**src/rtl/sdram_arbiter.sv**
```systemverilog
// Round-robin arbiter sharing one SDRAM controller port between NUM_PORTS requesters.
// Each client's request pulse is parked in a per-port slot; one transaction is outstanding at a time.
module sdram_arbiter #(
  parameter int unsigned NUM_PORTS = 3,
  parameter int unsigned ADDR_W    = 22
) (
  input  logic                          clk,
  input  logic                          reset,
  input  logic [NUM_PORTS-1:0]          cli_req,
  input  logic [NUM_PORTS-1:0]          cli_we,
  input  logic [2*NUM_PORTS-1:0]        cli_wm,
  input  logic [ADDR_W*NUM_PORTS-1:0]   cli_address,
  input  logic [16*NUM_PORTS-1:0]       cli_data_write,
  output logic [NUM_PORTS-1:0]          cli_ack,
  output logic [15:0]                   cli_data_read,
  output logic [NUM_PORTS-1:0]          cli_overflow,
  output logic                          mem_req,
  output logic                          mem_we,
  output logic [1:0]                    mem_wm,
  output logic [ADDR_W-1:0]             mem_address,
  output logic [15:0]                   mem_data_write,
  input  logic [15:0]                   mem_data_read,
  input  logic                          mem_ack,
  output logic                          busy
);

  localparam int unsigned GrantW = $clog2(NUM_PORTS);

  typedef enum logic [0:0] {StIdle, StWait} state_e;

  state_e                   state_q, state_d;
  logic [NUM_PORTS-1:0]     pending_q, pending_d;
  logic [NUM_PORTS-1:0]     overflow_q, overflow_d;
  logic [GrantW-1:0]        grant_q, grant_d;
  logic [GrantW-1:0]        last_grant_q, last_grant_d;

  logic                     slot_we_q   [NUM_PORTS];
  logic                     slot_we_d   [NUM_PORTS];
  logic [1:0]               slot_wm_q   [NUM_PORTS];
  logic [1:0]               slot_wm_d   [NUM_PORTS];
  logic [ADDR_W-1:0]        slot_addr_q [NUM_PORTS];
  logic [ADDR_W-1:0]        slot_addr_d [NUM_PORTS];
  logic [15:0]              slot_data_q [NUM_PORTS];
  logic [15:0]              slot_data_d [NUM_PORTS];

  logic                     mem_req_q, mem_req_d;
  logic                     mem_we_q, mem_we_d;
  logic [1:0]               mem_wm_q, mem_wm_d;
  logic [ADDR_W-1:0]        mem_addr_q, mem_addr_d;
  logic [15:0]              mem_wdata_q, mem_wdata_d;
  logic [NUM_PORTS-1:0]     cli_ack_q, cli_ack_d;
  logic [15:0]              cli_rdata_q, cli_rdata_d;

  logic                     found;
  logic [GrantW-1:0]        sel;
  logic                     ack_done;
  int                       idx;

  // Round-robin scan starting just after the most recently completed port.
  always_comb begin
    found = 1'b0;
    sel   = '0;
    idx   = 0;
    for (int k = 1; k <= int'(NUM_PORTS); k++) begin
      idx = int'(last_grant_q) + k;
      if (idx >= int'(NUM_PORTS)) idx = idx - int'(NUM_PORTS);
      if (!found && pending_q[GrantW'(idx)]) begin
        found = 1'b1;
        sel   = GrantW'(idx);
      end
    end
  end

  assign ack_done = (state_q == StWait) && mem_ack;

  always_comb begin
    state_d      = state_q;
    pending_d    = pending_q;
    overflow_d   = overflow_q;
    grant_d      = grant_q;
    last_grant_d = last_grant_q;
    slot_we_d    = slot_we_q;
    slot_wm_d    = slot_wm_q;
    slot_addr_d  = slot_addr_q;
    slot_data_d  = slot_data_q;
    mem_req_d    = 1'b0;
    mem_we_d     = mem_we_q;
    mem_wm_d     = mem_wm_q;
    mem_addr_d   = mem_addr_q;
    mem_wdata_d  = mem_wdata_q;
    cli_ack_d    = '0;
    cli_rdata_d  = cli_rdata_q;

    unique case (state_q)
      StIdle: begin
        if (found) begin
          grant_d     = sel;
          mem_req_d   = 1'b1;
          mem_we_d    = slot_we_q[sel];
          mem_wm_d    = slot_wm_q[sel];
          mem_addr_d  = slot_addr_q[sel];
          mem_wdata_d = slot_data_q[sel];
          state_d     = StWait;
        end
      end
      StWait: begin
        if (mem_ack) begin
          cli_rdata_d         = mem_data_read;
          cli_ack_d[grant_q]  = 1'b1;
          pending_d[grant_q]  = 1'b0;
          last_grant_d        = grant_q;
          state_d             = StIdle;
        end
      end
      default: state_d = StIdle;
    endcase

    // Capture runs last so a re-request in the completing cycle overrides the clear.
    for (int i = 0; i < int'(NUM_PORTS); i++) begin
      if (cli_req[i]) begin
        if (!pending_q[i] || (ack_done && (grant_q == GrantW'(i)))) begin
          pending_d[i]   = 1'b1;
          slot_we_d[i]   = cli_we[i];
          slot_wm_d[i]   = cli_wm[2*i +: 2];
          slot_addr_d[i] = cli_address[ADDR_W*i +: ADDR_W];
          slot_data_d[i] = cli_data_write[16*i +: 16];
        end else begin
          overflow_d[i] = 1'b1;
        end
      end
    end
  end

  always_ff @(posedge clk or posedge reset) begin
    if (reset) begin
      state_q      <= StIdle;
      pending_q    <= '0;
      overflow_q   <= '0;
      grant_q      <= '0;
      last_grant_q <= GrantW'(NUM_PORTS - 1);
      for (int i = 0; i < int'(NUM_PORTS); i++) begin
        slot_we_q[i]   <= 1'b0;
        slot_wm_q[i]   <= '0;
        slot_addr_q[i] <= '0;
        slot_data_q[i] <= '0;
      end
      mem_req_q    <= 1'b0;
      mem_we_q     <= 1'b0;
      mem_wm_q     <= '0;
      mem_addr_q   <= '0;
      mem_wdata_q  <= '0;
      cli_ack_q    <= '0;
      cli_rdata_q  <= '0;
    end else begin
      state_q      <= state_d;
      pending_q    <= pending_d;
      overflow_q   <= overflow_d;
      grant_q      <= grant_d;
      last_grant_q <= last_grant_d;
      slot_we_q    <= slot_we_d;
      slot_wm_q    <= slot_wm_d;
      slot_addr_q  <= slot_addr_d;
      slot_data_q  <= slot_data_d;
      mem_req_q    <= mem_req_d;
      mem_we_q     <= mem_we_d;
      mem_wm_q     <= mem_wm_d;
      mem_addr_q   <= mem_addr_d;
      mem_wdata_q  <= mem_wdata_d;
      cli_ack_q    <= cli_ack_d;
      cli_rdata_q  <= cli_rdata_d;
    end
  end

  assign cli_ack        = cli_ack_q;
  assign cli_data_read  = cli_rdata_q;
  assign cli_overflow   = overflow_q;
  assign mem_req        = mem_req_q;
  assign mem_we         = mem_we_q;
  assign mem_wm         = mem_wm_q;
  assign mem_address    = mem_addr_q;
  assign mem_data_write = mem_wdata_q;
  assign busy           = (state_q == StWait);

endmodule

```
**config.mk**
```make
export PLATFORM = sky130hd
export DESIGN_NAME = sdram_arbiter
export DESIGN_NICKNAME = d
export VERILOG_FILES = /design/src/rtl/sdram_arbiter.sv
export SDC_FILE = /design/constraint.sdc
export NUM_CORES = 1
export LEC_CHECK = 0
export ABC_AREA = 1
export CORE_AREA = 8 8 136 138
export CTS_BUF_LIST = sky130_fd_sc_hd__clkbuf_16
export CTS_CLUSTER_DIAMETER = 80
export DETAILED_ROUTE_END_ITERATION = 8
export DIE_AREA = 0 0 144 146
export PLACE_DENSITY = 0.84
export SLEW_MARGIN = 20
export SYNTH_ARGS = -nofsm -noshare
export SYNTH_HDL_FRONTEND = slang
export SYNTH_SLANG_ARGS = --single-unit
```
**constraint.sdc**
```tcl
create_clock -name clk -period 9.6 [get_ports clk]
set_input_delay 1.92 -clock clk [delete_from_list [all_inputs] [get_ports clk]]
set_output_delay 1.92 -clock clk [all_outputs]
set_load 0.03 [all_outputs]
```
# --- Word-level counts from Yosys, hierarchy flattened ---
# Index checks and enable logic that the tools add are counted.
word_totals:
  register_bits: 195
  latch_bits: 0
  ramBits: 0
  mem_bits_ro: 0
  out_inout_bits: 65
  word_cells: 120
  mem_count: 0
op_classes:
  addsub: 6
  n_mul: 0
  div_mod_pow: 0
  order_cmp: 9
  n_eq_ne: 2
  shifts: 0
  muxes: 46
  bitwise: 7
  reduce_logical: 24
op_table:
  columns: ["cell", "n"]
  rows:
  - ["$bmux W22 S2", 1]
  - ["$mux W22", 2]
  - ["$bmux W16 S2", 1]
  - ["$mux W16", 2]
  - ["$mux W1", 21]
  - ["$mux W2", 8]
  - ["$reduce_and A2 Y1", 8]
  - ["$lt A2 B4 Y1 const B", 3]
  - ["$mux W3", 4]
  - ["$ge A3 B2 Y1 const B", 3]
  - ["$bmux W1 S2", 4]
  - ["$logic_and A1 B1 Y1", 7]
  - ["$add A2 B2 Y3 const B", 2]
  - ["$sub A2 B2 Y2 const B", 3]
  - ["$logic_not A1 Y1", 5]
  - ["$bmux W2 S2", 1]
  - ["$not A1 Y1", 4]
  - ["$add A2 B1 Y3 const B", 1]
  - ["$and A3 B3 Y3", 1]
  - ["$ge A3 B3 Y1 const B", 1]
  - ["$logic_or A1 B1 Y1", 3]
  - ["$lt A2 B3 Y1 const B", 1]
  - ["$not A2 Y3", 1]
  - ["$not A3 Y3", 1]
  - ["other kinds (6)", 6]

# --- Logic depth before layout (Yosys ltp) ---
depth:
  word_depth: 17
  depth_mapped: 18

# --- Least setup slack after synthesis ---
# OpenSTA, ideal clock, no wires.
synth_path:
  kind: "in2reg"
  start: "in mem_ack"
  end: "reg slot_addr_q[22] (netlist name)"
  setup_time_ns: 0.125
  arrival_time_ns: 3.087
  required_time_ns: 9.475
  setup_slack_ns: 6.388
  path_stages: 5
  path_cell_list: "nand2_1 o21ai_0 nand2_1 buf_1 mux2_2"
synth_via:
  elab_chain_cells: 4
synth_lines:
  columns: ["item", "line", "text"]
  rows:
  - ["start: declaration", "23", "input logic mem_ack,"]
  - ["$logic_and A1 B1 Y1", "74", "assign ack_done = (state_q == StWait) && mem_ack;"]
  - ["$logic_and A1 B1 Y1", "121", "if (!pending_q[i] || (ack_done && (grant_q == GrantW'(i)))) begin"]
  - ["$logic_or A1 B1 Y1", "121", null]
  - ["$reduce_and A2 Y1 (no line)", null, null]
  - ["end signal: assignment", "162", "slot_addr_q <= slot_addr_d;"]
  - ["end: declaration", "41", "logic [ADDR_W-1:0] slot_addr_q [NUM_PORTS];"]
# Every way passes these cells.
# A chain may end at the register's enable or synchronous reset.

# --- Worst setup path after layout ---
layout_path:
  start: "in mem_ack"
  end: "reg slot_data_q[1] (netlist name)"
layout_via:
  elab_chain_cells: 4
layout_lines:
  columns: ["item", "line", "text"]
  rows:
  - ["$logic_and A1 B1 Y1", "74", null]
  - ["$logic_and A1 B1 Y1", "121", null]
  - ["$logic_or A1 B1 Y1", "121", null]
  - ["$reduce_and A2 Y1 (no line)", null, null]
  - ["end signal: assignment", "163", "slot_data_q <= slot_data_d;"]
  - ["end: declaration", "43", "logic [15:0] slot_data_q [NUM_PORTS];"]
# Every way passes these cells.

==> flow_summary.toml <==
[placement]
portBuffers = 209
dp_cells = 1240
gp_congestion = 0.791
dpl_cell_area_um2 = 10600
dp_hpwl_mm = 14.6

[sta]
worst_pin_slew_ns = 1.08
period_minus_slack_ns = 4.47
setup_tns_ns = 0
timing.final.crit_share_pct = 46.6
finalMaxSlewViolations = 0
maxSlewHeadroom_pct = 28.1
fmax_mhz = 224
finClkSkew_ns = 0.00945
setup_viol = 0
rsz0062_at_grt = "no"
hold_viol_final = 0

[grt]
overflow = 0
grt_max_degree = 135
antenna_found_initial = 1
grt_pass1_vias = 6598
grt_pass1_wl_mm = 34.2
track_usage_pct = 21.0

[die]
fp.coreArea_um2 = 16300
pin_count = 210
chipHeight_um = 146
start_util_pct = 51.7
rows = 47
die_x_um = 144
dieArea_um2 = 21000

[clock_tree]
ctsLongestPathBuffers = 2
ctsResizeCount = 0
post-cts-setup-buffer-count = 0
root_buffer = "clkbuf_16"
cts.sinks = 195
cts_tree = "built"
cts_made_buffers = 17
cts_hold_buf = 0
clkLatencyLatePin_ns = 0.43
htreeDepth = 4
clkTransAtPathRegs_ns = 0.07

[finish]
final_cells = 1274
nets = 1189
fin_area_um2 = 11200
syn2layout_area_growth_pct = 33.5
drive_gt1_share_pct = 13.6
fillers = 1224

[logic_synthesis]
yosysTopAreaCell = "dfrtp_1"
syn-num-nets = 997
yosys-top-cells-count = "nand2_1 (243), dfrtp_1 (194), inv_1 (97), mux2_2 (97), nor2_1 (56)"
netlist-cell-type-count = 26
yosysTopAreaCellShare_pct = 57.7
yosysMostFrequentCell = "nand2_1"
synth-edff-count = 0
syn_inst = 848
synth.area.top_cells = "dfrtp_1 (58%), mux2_2 (13%), nand2_1 (11%)"
synth_seq_cells = 195
synth_area_um2 = 8420
async_reset_ff_share_pct = 100
syn_avg_cell_area_um2 = 9.93
synth_seq_area_share_pct = 58.0
yosysWarningCount = 0
ys.flop_type = "dfrtp_1"

[routing]
final_antenna_net_count = 0
dr.pass1.iters = 5
wl_per_cell_um = 16.8
drc = 0
vias = 6315
routed_via_density = 4.96
drt-total-wl_mm = 21.3
drt_iter0_drc = 399

[critical_path]
reg2reg_depth = 15
regToRegEndpoint = "mem_address[17]$_DFFE_PP0P_"
critPathLaunchType = "input pin"
cp_data_arrival_time_ns = 4.78
path_class = "in -> reg"
reg2reg_from = "last_grant_q[0]$_DFFE_PP0P_"
crit_path_max_incr_delay_ns = 0.68
cp_top_family = "simple AND/OR/NAND/NOR gates"
rrSetupSlack_ns = 5.87
crit_chain = "clkdlybuf4s50_1 -> nand2_1 -> o21ai_0 -> nand2_2 -> mux2_2"
worstSetupEndpointType = "flop"
crit_buf_inv = 1
cp_slowest_cell = "nand2_2"
crit_required_ns = 9.91
cp_max_fo = 41

[power_and_ir_drop]
finalPower_w = 0.00428
irDropWorstVdd_v = 0.000279
power_density_nw_per_um2 = 380
power_leakage_nw = 5.35

[min_path]
hp-class = "reg -> reg"
min_from = "cli_overflow[0]$_DFFE_PP0P_"
holdPathStages = 1
hold-path-endpoint = "cli_overflow[0]$_DFFE_PP0P_"

[flow_run]
drv_cap = 0

[status]
outcome = "completed"
## per-stage QoR
| stage | util (%) | hold slack (ns) | worst slack, ns |
|---|---|---|---|
| finish | 69.0 | 0.500 | 5.13 |
| global route | 69.0 | 0.511 | 4.89 |
| CTS | 68.8 | 0.505 | 5.10 |
| detailed placement | 65.3 | 0.468 | 4.63 |
| global placement | 65.3 | 0.465 | 4.78 |
| floorplan | - | 0.480 | 2.37 |
## kinds of logic (layout without fill, tap and decap cells)
kind of cell,count (synthesis),count (layout),synth area share [%]
muxes,97,97,13.0
other,0,1,0
adders and majority gates,4,4,0.594
and+or+nand+nor,312,312,14.3
buffers and inverters,140,345,6.79
AOI/OAI and AO/OA,100,100,7.41
DFF,195,195,58.0
## state kept, by name (all words and copies together), names as in the netlist, 3 cells and up
signal          cells
slot_wm_q           6
slot_we_q           3
cli_ack             3
cli_overflow        3
mem_address        22
pending_q           3
slot_addr_q        66
slot_data_q        48
mem_data_write     16
cli_data_read      16
## worst max path at each step
stage	from	endpoint	slack, ns	depth (start not counted)
finish	mem_ack	slot_data_q[1]$_DFFE_PP0P_	5.13	5
global route	mem_ack	slot_data_q[5]$_DFFE_PP0P_	4.89	5
CTS	mem_ack	slot_addr_q[26]$_DFFE_PP0P_	5.10	5
detailed placement	mem_ack	slot_addr_q[36]$_DFFE_PP0P_	4.63	5
global placement	mem_ack	slot_data_q[31]$_DFFE_PP0P_	4.78	5
floorplan	reset	busy$_DFF_PP0_	2.37	1
## per-layer routing
layer	up-vias	global-route usage, %	part of all wire [%]
li1	3077	-	-
met1	3027	25.5	42
met2	177	35.3	51
met3	34	4.63	4.8
met4	0	8.63	2.5
met5	-	0	0
## power breakdown
part	total [W]	switching [W]	internal (W)
logic	0.00216	0.00132	0.000844
registers	0.00143	0.000197	0.00124
clock network	0.000683	0.000302	0.000381
total	0.00428	0.00182	0.00246
## cells in the final DEF, fill, tap and decap left out
master           count
a21boi_0             1
a21oi_1             46
a21oi_4              1
buf_16               1
buf_4                2
bufinv_16            2
clkbuf_16           17
clkdlybuf4s50_1    209
clkinv_1             1
clkinv_2             3
clkinv_4             3
clkinvlp_4           3
dfrtp_1            194
dfstp_2              1
diode_2              1
ha_1                 4
inv_1               98
inv_2                4
inv_6                1
inv_8                1
mux2_2              97
nand2_1            239
nand2_2              2
nand2_4              2
nand3_1              9
nand3_2              1
nand4_1              1
nor2_1              56
nor2_4               2
o211ai_1            40
o21a_1               1
o21ai_0              7
o21ai_1              1
o21bai_1             3
## cell type report
| class | instances | area (um^2) | share of cell area [%] |
|---|---|---|---|
| clock inverters | 15 | 144 | 1.28 |
| well taps | 220 | 275 | 2.45 |
| inverters | 101 | 387 | 3.44 |
| repair buffers | 212 | 2130 | 19.0 |
| flip-flops and latches | 195 | 4880 | 43.4 |
| diodes | 1 | 2.50 | 0.0223 |
| multi-input cells | 513 | 2990 | 26.6 |
| clock buffers | 17 | 425 | 3.78 |
Power figures use the tool's default switching activity.
